**config.mk**
```make
export PLATFORM = sky130hd
export DESIGN_NAME = muldiv_unit_flat
export DESIGN_NICKNAME = d
export VERILOG_FILES = /design/src/rtl/muldiv_unit_if.sv /design/src/rtl/muldiv_unit.sv /design/src/flat_wrapper.sv
export SDC_FILE = /design/constraint.sdc
export NUM_CORES = 1
export LEC_CHECK = 0
export CORE_ASPECT_RATIO = 2
export CORE_MARGIN = 10
export CORE_UTILIZATION = 39
export CTS_CLUSTER_DIAMETER = 30
export CTS_CLUSTER_SIZE = 14
export DETAILED_ROUTE_END_ITERATION = 8
export PLACE_DENSITY = 0.63
export SYNTH_ARGS = -nofsm -noshare
export SYNTH_HDL_FRONTEND = slang
export SYNTH_SLANG_ARGS = --single-unit
```
**constraint.sdc**
```tcl
create_clock -name clk -period 13.3 [get_ports clk]
set_input_delay 3.325 -clock clk [delete_from_list [all_inputs] [get_ports clk]]
set_output_delay 3.325 -clock clk [all_outputs]
set_load 0.01 [all_outputs]
```
**src/rtl/muldiv_unit_if.sv**
```systemverilog
// Issue/completion handshake bundle between the execute stage and muldiv_unit.
interface muldiv_unit_if #(
    parameter int unsigned XLEN = 32
);
    logic            in_valid;
    logic            in_ready;
    logic [2:0]      funct3;
    logic [XLEN-1:0] rs1;
    logic [XLEN-1:0] rs2;
    logic            out_valid;
    logic            out_ready;
    logic [XLEN-1:0] rd;
    logic            busy;

    modport master (
        output in_valid, funct3, rs1, rs2, out_ready,
        input  in_ready, out_valid, rd, busy
    );

    modport slave (
        input  in_valid, funct3, rs1, rs2, out_ready,
        output in_ready, out_valid, rd, busy
    );
endinterface

```
**src/rtl/muldiv_unit.sv**
```systemverilog
// muldiv_unit: iterative RV32M multiply/divide. Operands are reduced to magnitudes at issue,
// processed one bit per cycle (shift-add multiply / restoring divide), then sign-fixed.
module muldiv_unit #(
    parameter int unsigned XLEN = 32
) (
    input logic          clk,
    input logic          rst,
    muldiv_unit_if.slave bus
);
    localparam int unsigned CntW = $clog2(XLEN);

    localparam logic [2:0] F3Mul    = 3'd0;
    localparam logic [2:0] F3Mulh   = 3'd1;
    localparam logic [2:0] F3Mulhsu = 3'd2;
    localparam logic [2:0] F3Div    = 3'd4;
    localparam logic [2:0] F3Rem    = 3'd6;

    localparam logic [XLEN-1:0] MinInt = {1'b1, {(XLEN-1){1'b0}}};

    typedef enum logic [1:0] {StIdle, StCalc, StFix, StDone} state_e;

    state_e          state_q, state_d;
    logic [CntW-1:0] cnt_q, cnt_d;
    logic [2:0]      op_q, op_d;
    logic            neg_q, neg_d;
    logic            special_q, special_d;
    logic [XLEN-1:0] a_q, a_d;
    logic [XLEN-1:0] b_q, b_d;
    // hi/lo: product halves for multiply; remainder/quotient-shift for divide.
    logic [XLEN-1:0] hi_q, hi_d;
    logic [XLEN-1:0] lo_q, lo_d;
    logic [XLEN-1:0] rd_q, rd_d;
    logic            in_ready_q, in_ready_d;
    logic            out_valid_q, out_valid_d;
    logic            busy_q, busy_d;

    logic            a_signed, b_signed, sa, sb, div_zero, div_ovf;
    logic [XLEN-1:0] a_mag, b_mag, special_res;

    logic [XLEN:0]     mul_sum, div_shift, div_diff;
    logic [2*XLEN-1:0] prod_fix;
    logic [XLEN-1:0]   quo_fix, rem_fix, fix_res;

    // Issue-time decode: per-op signedness, operand magnitudes and shortcut results.
    always_comb begin
        a_signed = bus.funct3 inside {F3Mul, F3Mulh, F3Mulhsu, F3Div, F3Rem};
        b_signed = bus.funct3 inside {F3Mul, F3Mulh, F3Div, F3Rem};
        sa       = a_signed & bus.rs1[XLEN-1];
        sb       = b_signed & bus.rs2[XLEN-1];
        a_mag    = sa ? -bus.rs1 : bus.rs1;
        b_mag    = sb ? -bus.rs2 : bus.rs2;
        div_zero = bus.funct3[2] && (bus.rs2 == '0);
        div_ovf  = ((bus.funct3 == F3Div) || (bus.funct3 == F3Rem)) &&
                   (bus.rs1 == MinInt) && (bus.rs2 == '1);
        // funct3[1] separates REM/REMU from DIV/DIVU
        if (div_zero) begin
            special_res = bus.funct3[1] ? bus.rs1 : '1;
        end else begin
            special_res = bus.funct3[1] ? '0 : MinInt;
        end
    end

    // One iteration step for each algorithm plus the final sign fix and result select.
    always_comb begin
        mul_sum   = {1'b0, hi_q} + (lo_q[0] ? {1'b0, a_q} : '0);
        div_shift = {hi_q, lo_q[XLEN-1]};
        div_diff  = div_shift - {1'b0, b_q};
        prod_fix  = neg_q ? -{hi_q, lo_q} : {hi_q, lo_q};
        quo_fix   = neg_q ? -lo_q : lo_q;
        rem_fix   = neg_q ? -hi_q : hi_q;
        if (special_q) begin
            fix_res = lo_q;
        end else if (op_q[2]) begin
            fix_res = op_q[1] ? rem_fix : quo_fix;
        end else if (op_q == F3Mul) begin
            fix_res = prod_fix[XLEN-1:0];
        end else begin
            fix_res = prod_fix[2*XLEN-1:XLEN];
        end
    end

    // Next-state logic for the IDLE/CALC/FIX/DONE sequencer and its datapath.
    always_comb begin
        state_d     = state_q;
        cnt_d       = cnt_q;
        op_d        = op_q;
        neg_d       = neg_q;
        special_d   = special_q;
        a_d         = a_q;
        b_d         = b_q;
        hi_d        = hi_q;
        lo_d        = lo_q;
        rd_d        = rd_q;
        in_ready_d  = in_ready_q;
        out_valid_d = out_valid_q;
        busy_d      = busy_q;
        unique case (state_q)
            StIdle: begin
                if (bus.in_valid) begin
                    op_d       = bus.funct3;
                    in_ready_d = 1'b0;
                    busy_d     = 1'b1;
                    if (div_zero || div_ovf) begin
                        special_d = 1'b1;
                        neg_d     = 1'b0;
                        lo_d      = special_res;
                        state_d   = StFix;
                    end else begin
                        special_d = 1'b0;
                        // quotient sign for DIV, dividend sign for REM, product sign otherwise
                        neg_d     = (bus.funct3[2] && bus.funct3[1]) ? sa : (sa ^ sb);
                        a_d       = a_mag;
                        b_d       = b_mag;
                        hi_d      = '0;
                        lo_d      = bus.funct3[2] ? a_mag : b_mag;
                        cnt_d     = '1;
                        state_d   = StCalc;
                    end
                end
            end
            StCalc: begin
                if (op_q[2]) begin
                    if (!div_diff[XLEN]) begin
                        hi_d = div_diff[XLEN-1:0];
                        lo_d = {lo_q[XLEN-2:0], 1'b1};
                    end else begin
                        hi_d = div_shift[XLEN-1:0];
                        lo_d = {lo_q[XLEN-2:0], 1'b0};
                    end
                end else begin
                    hi_d = mul_sum[XLEN:1];
                    lo_d = {mul_sum[0], lo_q[XLEN-1:1]};
                end
                if (cnt_q == '0) begin
                    state_d = StFix;
                end else begin
                    cnt_d = cnt_q - CntW'(1);
                end
            end
            StFix: begin
                rd_d    = fix_res;
                state_d = StDone;
            end
            StDone: begin
                if (!out_valid_q) begin
                    out_valid_d = 1'b1;
                end else if (bus.out_ready) begin
                    out_valid_d = 1'b0;
                    in_ready_d  = 1'b1;
                    busy_d      = 1'b0;
                    state_d     = StIdle;
                end
            end
            default: state_d = StIdle;
        endcase
    end

    // State and registered outputs; reset discards any in-flight operation.
    always_ff @(posedge clk or posedge rst) begin
        if (rst) begin
            state_q     <= StIdle;
            cnt_q       <= '0;
            op_q        <= '0;
            neg_q       <= 1'b0;
            special_q   <= 1'b0;
            a_q         <= '0;
            b_q         <= '0;
            hi_q        <= '0;
            lo_q        <= '0;
            rd_q        <= '0;
            in_ready_q  <= 1'b1;
            out_valid_q <= 1'b0;
            busy_q      <= 1'b0;
        end else begin
            state_q     <= state_d;
            cnt_q       <= cnt_d;
            op_q        <= op_d;
            neg_q       <= neg_d;
            special_q   <= special_d;
            a_q         <= a_d;
            b_q         <= b_d;
            hi_q        <= hi_d;
            lo_q        <= lo_d;
            rd_q        <= rd_d;
            in_ready_q  <= in_ready_d;
            out_valid_q <= out_valid_d;
            busy_q      <= busy_d;
        end
    end

    assign bus.in_ready  = in_ready_q;
    assign bus.out_valid = out_valid_q;
    assign bus.rd        = rd_q;
    assign bus.busy      = busy_q;
endmodule

```
**src/flat_wrapper.sv**
```systemverilog
// flat-port wrapper written by rule: the top's interface ports become plain ports
module muldiv_unit_flat 
#(
    parameter int unsigned XLEN = 32
)
  (clk, rst, bus_in_valid, bus_funct3, bus_rs1, bus_rs2, bus_out_ready, bus_in_ready, bus_out_valid, bus_rd, bus_busy);
  muldiv_unit_if #(.XLEN(XLEN)) bus_i ();
  input logic clk;
  input logic rst;
  input wire logic [$bits(bus_i.in_valid)-1:0] bus_in_valid;
  input wire logic [$bits(bus_i.funct3)-1:0] bus_funct3;
  input wire logic [$bits(bus_i.rs1)-1:0] bus_rs1;
  input wire logic [$bits(bus_i.rs2)-1:0] bus_rs2;
  input wire logic [$bits(bus_i.out_ready)-1:0] bus_out_ready;
  output wire logic [$bits(bus_i.in_ready)-1:0] bus_in_ready;
  output wire logic [$bits(bus_i.out_valid)-1:0] bus_out_valid;
  output wire logic [$bits(bus_i.rd)-1:0] bus_rd;
  output wire logic [$bits(bus_i.busy)-1:0] bus_busy;
  assign bus_i.in_valid = bus_in_valid;
  assign bus_i.funct3 = bus_funct3;
  assign bus_i.rs1 = bus_rs1;
  assign bus_i.rs2 = bus_rs2;
  assign bus_i.out_ready = bus_out_ready;
  assign bus_in_ready = bus_i.in_ready;
  assign bus_out_valid = bus_i.out_valid;
  assign bus_rd = bus_i.rd;
  assign bus_busy = bus_i.busy;
  muldiv_unit #(.XLEN(XLEN)) u_core (.clk(clk), .rst(rst), .bus(bus_i));
endmodule
```
==> flow_metrics.py <==
metrics = {
    "logic_synthesis": {
        "yosys.area_share.adder": 0.06156,
        "synth-simple-area-share": 0.1914,
        "yosysTopAreaCellShare": 0.2740,
        "synth_area_per_cell_sq_um": 7.806,
        "post_synth_xor_area_fraction": 0.1008,
        "ys_types": 84,
        "synth.cell_area_sq_um": 15890,
        "yosysTopAreaCell": "sky130_fd_sc_hd__dfrtp_1",
        "post_syn_nets": 2184,
        "synth-async-reset-ratio": 1.000,
        "synth-compound-area-share": 0.2637,
        "yosys-top-cells-area": "sky130_fd_sc_hd__dfrtp_1 27%, sky130_fd_sc_hd__o21ai_0 7.5%, sky130_fd_sc_hd__ha_1 5.9%",
        "synth_seq_area_share": 0.2756,
        "synth_seq_cells": 175,
        "largest_family_of_logic_cells_by_synthesized_area": "compound AO/OA/AOI/OAI gates",
        "ys.warnings.count": 0,
        "ys_dominant_reg_cell": "sky130_fd_sc_hd__dfrtp_1",
        "post_synth_mux_area_share": 0.04952,
        "netlist_instances": 2036,
        "synth_edf_count": 0,
    },
    "die": {
        "die-width_um": 162.7,
        "placement_rows": 104,
        "io-pin-count": 106,
        "floorplan.die_area_sq_um": 49720,
        "die_span_in_y_um": 305.5,
        "core_footprint_sq_um": 40340,
        "effective_utilization_at_floorplan": 0.3940,
    },
    "drt": {
        "routed_length_per_instance_um": 25.90,
        "iteration_0_drc_count_of_the_detailed_router": 1352,
        "drtPass1Iterations": 5,
        "vias": 15890,
        "finalWirelength_um": 66970,
        "remaining_drc_errors": 0,
        "antenna_left": 0,
        "viasPerCell": 6.143,
    },
    "sta": {
        "worst-slew-pin-transition_ps": 1120,
        "finalSetupViolCount": 0,
        "fmax_ghz": 0.1230,
        "final_hold_viol_count": 0,
        "timing.final.ws_setup_ps": 5168,
        "finalCriticalPeriod_ps": 8132,
        "tns_ps": 0,
        "drv_slew": 0,
        "final_cycle_share": 0.6114,
        "finalHoldWorstSlack_ps": 483.4,
        "clock_skew_ps": 11.83,
        "worst_case_headroom_to_the_max_slew_limit": 0.2492,
        "grt_setup_unrepaired": "no",
    },
    "worst_setup_path": {
        "critical_path.startpoint_type": "input pin",
        "cpLargestDelayFamily": "simple AND/OR/NAND/NOR gates",
        "max_stage_delay_ps": 1020,
        "crit_path_frequent_cell": "sky130_fd_sc_hd__or3_1",
        "crit_path_cell_trace": "clkdlybuf4s50_1 -> or4_1 -> or3_1 -> or3_1 -> nand4bb_1 -> nand4_1 -> buf_4 -> o21ai_0",
        "r2r_slack_ps": 8620,
        "crit_arrival_ps": 8430,
        "crit_path_max_fanout": 108,
        "critical_path.slowest_cell": "sky130_fd_sc_hd__nand4_1",
        "ff2ff_path_depth": 14,
        "worstReg2RegEnd": "u_core.hi_q[31]$_DFFE_PP0P_",
        "rr_startpoint": "u_core.lo_q[31]$_DFFE_PP0P_",
        "worst-path-buf-inv": 2,
        "path_class": "input pin to register",
        "critPathCaptureType": "register",
        "worst_ep_required_time_ps": 13600,
    },
    "power_and_ir_drop": {
        "power_per_cell_area_nw_per_um2": 276.4,
        "power.ir.vdd_worst_mv": 0.1479,
        "total_leakage_power_nw": 7.458,
        "design_power_total_mw": 4.941,
    },
    "clocking": {
        "cts-buffers-inserted": 17,
        "cts.root.buffer_cell": "sky130_fd_sc_hd__clkbuf_16",
        "worstSkewPairLatency_ps": 470,
        "tritoncts_clock_tree": "done",
        "cts-hold-fix-buffers": 0,
        "clock_path_buffers": 2,
        "cts.sinks": 175,
        "path_clk_slew_ps": 70,
        "postCtsSetupRepairBufs": 0,
        "clock_tree.htree_level_count": 4,
        "cts_repair_resize_count": 0,
    },
    "cells_and_area": {
        "flow.area_growth_from_synthesis_pct": 12.47,
        "layout.nets": 2190,
        "layout.cells.most_common": "sky130_fd_sc_hd__o21ai_0",
        "final_cell_area_sq_um": 17880,
        "fillers": 4118,
        "fin_util": 0.4431,
        "layout_common_cells": "239 x sky130_fd_sc_hd__o21ai_0, 233 x sky130_fd_sc_hd__nand2_1, 172 x sky130_fd_sc_hd__dfrtp_1, 153 x sky130_fd_sc_hd__a21oi_1, 123 x sky130_fd_sc_hd__nor2_1",
        "stdcell_count": 2586,
        "post_route_cells_drive_above_1_share": 0.05693,
    },
    "hold_path": {
        "timing.hold.worst_path_depth": 2,
        "holdCritStartpoint": "u_core.b_q[12]$_DFFE_PP0P_",
        "path_category_of_the_worst_min_delay_check": "register to register",
        "min_delay_worst_endpoint": "u_core.b_q[12]$_DFFE_PP0P_",
    },
    "global_route": {
        "first_pass_grt_wire_length_um": 99570,
        "grt.overflow.total": 0,
        "initial_antenna_violation_count": 2,
        "grt_start_max_net_pins": 109,
        "grt.total_usage": 0.2637,
        "first_global_vias": 15800,
    },
    "place": {
        "post-place-cells": 2553,
        "place_congestion": 1.058,
        "dp_slack_ps": 4803,
        "dp.final_hpwl_um": 52950,
        "place_area_sq_um": 17250,
        "port_buffers": 105,
    },
    "run": {
        "timing.max_cap.violations": 0,
    },
    "run_status": {
        "run_status": "complete, no violations",
    },
}
-- worst max path at each step --
| stage | startpoint | endpoint | slack [ps] | depth (start not counted) |
|---|---|---|---|---|
| after floorplan | rst | u_core.a_q[0]$_DFFE_PP0P_ | 5230 | 1 |
| after global placement | bus_rs2[2] | u_core.b_q[12]$_DFFE_PP0P_ | 4960 | 8 |
| after detailed placement | bus_rs2[19] | u_core.b_q[31]$_DFFE_PP0P_ | 4800 | 8 |
| after CTS | bus_rs2[19] | u_core.b_q[31]$_DFFE_PP0P_ | 5290 | 8 |
| after global routing | bus_rs2[2] | u_core.b_q[13]$_DFFE_PP0P_ | 4800 | 8 |
| final | bus_rs2[19] | u_core.b_q[4]$_DFFE_PP0P_ | 5170 | 8 |
-- flip-flops by register name, indices dropped and copies added, names as in the netlist, 2 cells and up --
register and count:
u_core.b_q 32, u_core.a_q 32, u_core.hi_q 32, u_core.state_q 2, u_core.cnt_q 5, u_core.bus.rd 32, u_core.op_q 3, u_core.lo_q 32
-- routing by layer --
layer | global-route usage | up-vias | routed length [um]
met5 | 0 | - | 0
li1 | - | 7373 | -
met2 | 0.4731 | 691 | 34650
met1 | 0.2647 | 7601 | 22880
met3 | 0.03150 | 221 | 3221
met4 | 0.2166 | 0 | 6218
-- synthesized netlist by cell type, drive strengths merged, types with 13 or more instances --
library cell and count:
nor3 23, a211oi 18, nand2b 16, a21o 26, mux2i 55, o211ai 13, nand2 233, or3 28
ha 75, a221oi 19, or4 17, inv 85, o221ai 18, a21oi 155, a22oi 16, o31ai 34
xor2 86, a31oi 25, xnor2 97, or2 14, nor4 15, nor2 124, nand3b 14, clkbuf 115
nor2b 28, and2 39, mux2 21, nand4 20, nand3 23, dfrtp 174, buf 28, o41ai 18
o21ai 243, o22ai 23
-- power breakdown --
| group | internal [mW] | switching [mW] | total (mW) |
|---|---|---|---|
| registers | 0.785 | 0.399 | 1.18 |
| clock network | 0.305 | 0.256 | 0.561 |
| logic | 1.23 | 1.97 | 3.20 |
-- cell families (layout without fill, tap and decap cells) --
kind of cell | Yosys count | after routing
buffers and inverters | 229 | 248
adder cells (fa/ha/maj) | 77 | 77
multiplexers | 76 | 76
flip-flops | 175 | 175
AO/OA/AOI/OAI | 674 | 674
XOR/XNOR | 183 | 183
other | 0 | 1
AND/OR/NAND/NOR | 622 | 622
-- final cells by class --
| cell class | count | area (sq um) | area share |
|---|---|---|---|
| diodes | 1 | 2.502 | 0.0001400 |
| clock buffers | 19 | 432.9 | 0.02422 |
| clock inverters | 13 | 190.2 | 0.01064 |
| inverters | 86 | 327.8 | 0.01834 |
| multi-input cells | 1632 | 10640 | 0.5954 |
| flip-flops and latches | 175 | 4383 | 0.2452 |
| well taps | 530 | 663.1 | 0.03710 |
| repair buffers | 130 | 1234 | 0.06901 |
-- tightest hold or removal path, stage by stage, from the launching register on --
cell and delay [ps]:
sky130_fd_sc_hd__dfrtp_1 350, sky130_fd_sc_hd__nand2_1 50, sky130_fd_sc_hd__o21ai_0 60
Power figures use the tool's default switching activity.
